<file path="src/rtl/alu_pkg.sv">
// Shared ALUControl encodings and FSM state type for the serial ALU and the
// ALU control decoder.
package alu_pkg;

  localparam logic [2:0] ALU_ADD = 3'b000;
  localparam logic [2:0] ALU_SUB = 3'b001;
  localparam logic [2:0] ALU_AND = 3'b010;
  localparam logic [2:0] ALU_OR  = 3'b011;
  localparam logic [2:0] ALU_XOR = 3'b100;
  localparam logic [2:0] ALU_SLT = 3'b101;

  typedef enum logic [1:0] {
    ST_IDLE = 2'd0,
    ST_RUN  = 2'd1,
    ST_DONE = 2'd2
  } state_t;

  // SUB and SLT both compute a + ~b + 1
  function automatic logic op_is_sub(input logic [2:0] op);
    return (op == ALU_SUB) || (op == ALU_SLT);
  endfunction

endpackage

</file>
<file path="src/rtl/serial_alu_slice.sv">
// Combinational SLICE-bit datapath: one slice of add/sub/logic per cycle.
module serial_alu_slice
  import alu_pkg::*;
#(
  parameter int SLICE = 4
) (
  input  logic [2:0]       op,
  input  logic [SLICE-1:0] a,
  input  logic [SLICE-1:0] b,
  input  logic             cin,
  output logic [SLICE-1:0] res,
  output logic             cout
);

  logic [SLICE-1:0] b_eff;
  logic [SLICE:0]   sum;

  // Adder shared by ADD/SUB/SLT; logic ops bypass it and drive cout low
  always_comb begin
    b_eff = op_is_sub(op) ? ~b : b;
    sum   = {1'b0, a} + {1'b0, b_eff} + {{SLICE{1'b0}}, cin};
    res   = sum[SLICE-1:0];
    cout  = sum[SLICE];
    case (op)
      ALU_AND: begin res = a & b; cout = 1'b0; end
      ALU_OR:  begin res = a | b; cout = 1'b0; end
      ALU_XOR: begin res = a ^ b; cout = 1'b0; end
      default: ; // ADD, SUB, SLT and the unused codes 110/111 (run as ADD)
    endcase
  end

endmodule

</file>
<file path="src/rtl/serial_alu.sv">
// Slice-serial ALU: accepts one request, processes SLICE bits per cycle for
// XLEN/SLICE cycles, then presents result and zero flag until consumed.
module serial_alu
  import alu_pkg::*;
#(
  parameter int XLEN  = 32,
  parameter int SLICE = 4
) (
  input  logic            clk,
  input  logic            rst,
  input  logic            in_valid,
  output logic            in_ready,
  input  logic [2:0]      alu_ctrl,
  input  logic [XLEN-1:0] a,
  input  logic [XLEN-1:0] b,
  output logic            out_valid,
  input  logic            out_ready,
  output logic [XLEN-1:0] result,
  output logic            zero
);

  localparam int N  = XLEN / SLICE;
  localparam int CW = (N > 1) ? $clog2(N) : 1;
  localparam logic [CW-1:0] LAST = CW'(N - 1);

  state_t               state;
  logic [2:0]           ctrl;
  logic [XLEN-1:0]      a_sh, b_sh;
  // Holds the slices already produced; the final slice is merged on the last edge
  logic [XLEN-SLICE-1:0] res_sh;
  logic [CW-1:0]        cnt;
  logic                 carry;
  logic                 zacc;

  logic [SLICE-1:0]     s_res;
  logic                 s_cout;
  logic                 a_msb, b_msb, sum_msb, ovf, less;

  serial_alu_slice #(.SLICE(SLICE)) u_slice (
    .op   (ctrl),
    .a    (a_sh[SLICE-1:0]),
    .b    (b_sh[SLICE-1:0]),
    .cin  (carry),
    .res  (s_res),
    .cout (s_cout)
  );

  assign in_ready = (state == ST_IDLE) && !rst;

  // Signed less-than from the top slice of a - b (only meaningful on the last slice)
  always_comb begin
    a_msb   = a_sh[SLICE-1];
    b_msb   = b_sh[SLICE-1];
    sum_msb = s_res[SLICE-1];
    ovf     = (a_msb != b_msb) && (sum_msb != a_msb);
    less    = sum_msb ^ ovf;
  end

  // Control FSM plus operand/result shift registers, carry and zero tracking
  always_ff @(posedge clk) begin
    if (rst) begin
      state     <= ST_IDLE;
      ctrl      <= ALU_ADD;
      a_sh      <= '0;
      b_sh      <= '0;
      res_sh    <= '0;
      cnt       <= '0;
      carry     <= 1'b0;
      zacc      <= 1'b0;
      out_valid <= 1'b0;
      result    <= '0;
      zero      <= 1'b0;
    end else begin
      case (state)
        ST_IDLE: begin
          if (in_valid && in_ready) begin
            ctrl  <= alu_ctrl;
            a_sh  <= a;
            b_sh  <= b;
            cnt   <= '0;
            carry <= op_is_sub(alu_ctrl);
            zacc  <= 1'b0;
            state <= ST_RUN;
          end
        end
        ST_RUN: begin
          a_sh   <= a_sh >> SLICE;
          b_sh   <= b_sh >> SLICE;
          res_sh <= {s_res, res_sh[XLEN-SLICE-1:SLICE]};
          carry  <= s_cout;
          zacc   <= zacc | (|s_res);
          cnt    <= cnt + 1'b1;
          if (cnt == LAST) begin
            state     <= ST_DONE;
            out_valid <= 1'b1;
            if (ctrl == ALU_SLT) begin
              result <= {{(XLEN-1){1'b0}}, less};
              zero   <= !less;
            end else begin
              result <= {s_res, res_sh};
              zero   <= !(zacc | (|s_res));
            end
          end
        end
        ST_DONE: begin
          if (out_ready) begin
            state     <= ST_IDLE;
            out_valid <= 1'b0;
          end
        end
        default: state <= ST_IDLE;
      endcase
    end
  end

endmodule

</file>
<file path="config.mk">
export PLATFORM = sky130hd
export DESIGN_NAME = serial_alu
export DESIGN_NICKNAME = d
export VERILOG_FILES = /design/src/rtl/alu_pkg.sv /design/src/rtl/serial_alu_slice.sv /design/src/rtl/serial_alu.sv
export SDC_FILE = /design/constraint.sdc
export NUM_CORES = 1
export LEC_CHECK = 0
export BUFFER_PORTS_ARGS = -buffer_cell sky130_fd_sc_hd__buf_2
export CAP_MARGIN = 20
export CELL_PAD_IN_SITES_DETAIL_PLACEMENT = 0
export CELL_PAD_IN_SITES_GLOBAL_PLACEMENT = 2
export CORE_MARGIN = 10
export CORE_UTILIZATION = 25
export CTS_CLUSTER_DIAMETER = 80
export DETAILED_ROUTE_END_ITERATION = 6
export PLACE_DENSITY_LB_ADDON = 0.1
export SLEW_MARGIN = 20
export SYNTH_ARGS = -nofsm -noshare
export SYNTH_HDL_FRONTEND = slang
export SYNTH_HIERARCHICAL = 1
export SYNTH_SLANG_ARGS = --single-unit
</file>
<file path="constraint.sdc">
create_clock -name clk -period 3.4 [get_ports clk]
set_clock_uncertainty 0.15 [all_clocks]
set_input_delay 0.17 -clock clk [delete_from_list [all_inputs] [get_ports clk]]
set_output_delay 0.17 -clock clk [all_outputs]
set_load 0.05 [all_outputs]
</file>
==> results.json <==
{
  "outcome": "completed",
  "grt_max_degree": 66,
  "setup_slack_ps": 336,
  "synth-adder-area-share": 0.0357,
  "synthDistinctLibCells": 46,
  "dieArea_mm2": 0.0304,
  "ctsLongestPathBuffers": 2,
  "grt_pass1_vias": 5614,
  "cts_buffers": 17,
  "via_per_inst": 4.49,
  "die_h_um": 174,
  "finalSetupViolCount": 0,
  "period_needed_ps": 3060,
  "ant_nets": 0,
  "cpMostUsedCell": "fa_1",
  "syn_nets": 796,
  "track_usage": 0.117,
  "synth.avg_cell_area_um2": 8.40,
  "dieWidth_um": 174,
  "synth_ff_type": "dfxtp_1",
  "diodes": 0,
  "synth_simple_gate_area_frac": 0.221,
  "hold_class": "reg2reg",
  "finalSetupTns_ps": 0,
  "min_period_over_period": 0.901,
  "netlist.area_leader.share": 0.456,
  "end_kind": "register",
  "synth.area.mux_share": 0.00839,
  "min_to": "res_sh[1]",
  "num_io_pins": 106,
  "place_ws_ps": 327,
  "worstHoldStart": "res_sh[1]",
  "r2r_setup_slack_ps": 340,
  "drv_cap": 0,
  "p_leak_nw": 3.21,
  "powerDensity_mw_per_mm2": 514,
  "ys_top_cells_by_count": "nand2_1 (198), dfxtp_1 (136), nor2_1 (96)",
  "synth_xor_area_frac": 0.00734,
  "path_buf_inv": 0,
  "syn_area_mm2": 0.00597,
  "place_hpwl_mm": 11.7,
  "insertion_delay_ps": 410,
  "peakVddDrop_uv": 255,
  "start_util": 0.254,
  "synth_edf_count": 0,
  "min_path_cells": 2,
  "port_buffers": 105,
  "area_growth_pct": 35.9,
  "placed_cells": 1087,
  "rows": 56,
  "routed_wl_mm": 17.6,
  "grt_pass1_wl_mm": 29.3,
  "setup.worst_path.class": "reg2reg",
  "wire_per_inst_um": 14.7,
  "hold_viol": 0,
  "htreeDepth": 4,
  "crit_fanout": 9,
  "r2r_cells": 10,
  "startpoint_type": "register",
  "vias": 5375,
  "slew_headroom": 0.519,
  "drive_above_1_share": 0.215,
  "ys_seq_area_frac": 0.456,
  "reg2reg_to": "zacc",
  "slowest_delay_ps": 520,
  "synth.most_common_cell": "nand2_1",
  "yosysTopAreaCell": "dfxtp_1",
  "synth_compound_area_frac": 0.210,
  "synthTopCellsByArea": "dfxtp_1 (46%), nand2_1 (12%), a311oi_2 (7.6%)",
  "r2r_start": "ctrl[1]",
  "grt-ovfl-total": 0,
  "antenna_found_initial": 0,
  "dr.first_iter.drc_count": 209,
  "cp_cell_sequence": "nand2b_1 -> xnor2_1 -> fa_1 -> fa_1 -> nand2_1 -> o31a_1 -> mux2i_1 -> or4_1 -> o21ai_0 -> a21oi_1",
  "async_flop_share": 0,
  "drc": 0,
  "first_pass_iters": 4,
  "fp.coreArea_mm2": 0.0235,
  "final_cell_count_no_fill": 1197,
  "cts_sinks": 136,
  "tritoncts": "built",
  "slew_viol_final": 0,
  "netlist_instances": 710,
  "synth_top_family_by_area": "simple AND/OR/NAND/NOR gates",
  "slowest_stage": "dfxtp_1",
  "ys_seq_elements": 136,
  "rsz0062_at_grt": "false",
  "cts_root_buf": "clkbuf_16",
  "nets": 952,
  "yosysWarnings": 6,
  "worst_pin_slew_ps": 721,
  "globalplace.congestion": 0.762,
  "crit_family": "adder cells",
  "path_clk_slew_ps": 60,
  "critPathArrivalTime_ps": 3170,
  "fmax_mhz": 326,
  "required_ps": 3510
}
==> worst min-delay path: stages (launching register included) <==
cell and delay (ps):
dfxtp_1 300, nand2_1 50, a21oi_1 50
==> sequential cells by signal (all words and copies together) (netlist names) <==
| name | cells |
|---|---|
| result | 32 |
| zero | 1 |
| ctrl | 3 |
| res_sh | 28 |
| cnt | 3 |
| carry | 1 |
| zacc | 1 |
| a_sh | 32 |
| b_sh | 32 |
| state | 2 |
| out_valid | 1 |
==> worst max-delay path by stage <==
stage               startpoint  endpoint  slack (ps)  cells after the start
floorplan              ctrl[1]      zacc         490                     11
global placement       ctrl[1]      zacc         390                     10
detailed placement     ctrl[1]      zacc         330                     10
CTS                    ctrl[1]      zacc         310                     10
global route           ctrl[1]      zacc          50                     10
finish                 ctrl[1]      zacc         340                     10
==> cells in the final DEF, fill, tap and decap left out, types with 2 or more instances in the layout <==
cell type	Yosys	routed
a21oi_1	50	50
a22oi_1	31	31
a311oi_1	27	27
a311oi_2	30	30
and3b_1	2	2
buf_2	5	104
buf_4	6	14
bufinv_16	0	3
clkbuf_16	0	17
clkbuf_8	0	2
clkinv_2	0	4
clkinv_4	0	3
clkinvlp_4	0	2
dfxtp_1	136	136
dlygate4sd3_1	0	79
fa_1	2	2
ha_1	13	13
inv_1	12	12
mux2i_1	5	5
nand2_1	198	198
nand2b_1	5	4
nand3_1	3	3
nor2_1	96	95
nor2b_1	4	3
nor3_1	4	4
o21ai_0	5	5
xnor2_1	5	5
==> cells by family (layout without fill, tap and decap cells) <==
logic type | after synthesis | count (layout)
and+or+nand+nor | 325 | 325
AOI/OAI and AO/OA | 150 | 150
DFF | 136 | 136
buffers and inverters | 73 | 241
adders and majority gates | 16 | 16
xor gates and xnor gates | 5 | 5
muxes | 5 | 5
==> metrics by stage <==
step,cell area (um^2),total power [mW],hold slack [ps],utilization
2_1_floorplan,5970,2.11,156,-
3_3_place_gp,6720,2.24,268,0.286
3_5_place_dp,6720,2.25,271,0.286
4_1_cts,8110,4.25,307,0.346
5_1_grt,8110,4.40,326,0.346
6_report,8110,4.17,302,0.346
==> final cells by class <==
cell class / count / area [um^2]
Fill cell: 2448 / 15400
Tap cell: 319 / 399
Clock buffer: 19 / 453
Timing Repair Buffer: 198 / 1440
Multi-Input combinational cell: 501 / 2900
Inverter: 12 / 45.0
Sequential cell: 136 / 2720
Clock inverter: 12 / 151
==> repair_timing <==
| action | CTS | global route |
|---|---|---|
| hold buffers | 79 | 0 |
| resized for setup | 0 | 0 |
| setup buffers | 0 | 0 |
| endpoints found under the hold margin | 71 | 0 |
==> metal layers <==
metal / global-route usage / vias up / routed length [um]
met4: 0.0324 / 0 / 149
met3: 0.0271 / 8 / 471
met5: 0 / - / 0
met1: 0.146 / 2541 / 8570
li1: - / 2746 / -
met2: 0.195 / 80 / 8380
==> power by group <==
group	total [mW]	switching [mW]	internal (mW)
Clock	1.89	0.706	1.19
Combinational	0.543	0.295	0.248
Sequential	1.74	0.0602	1.68
Total	4.17	1.06	3.11
Note: power is estimated with default switching activity, not from simulation.
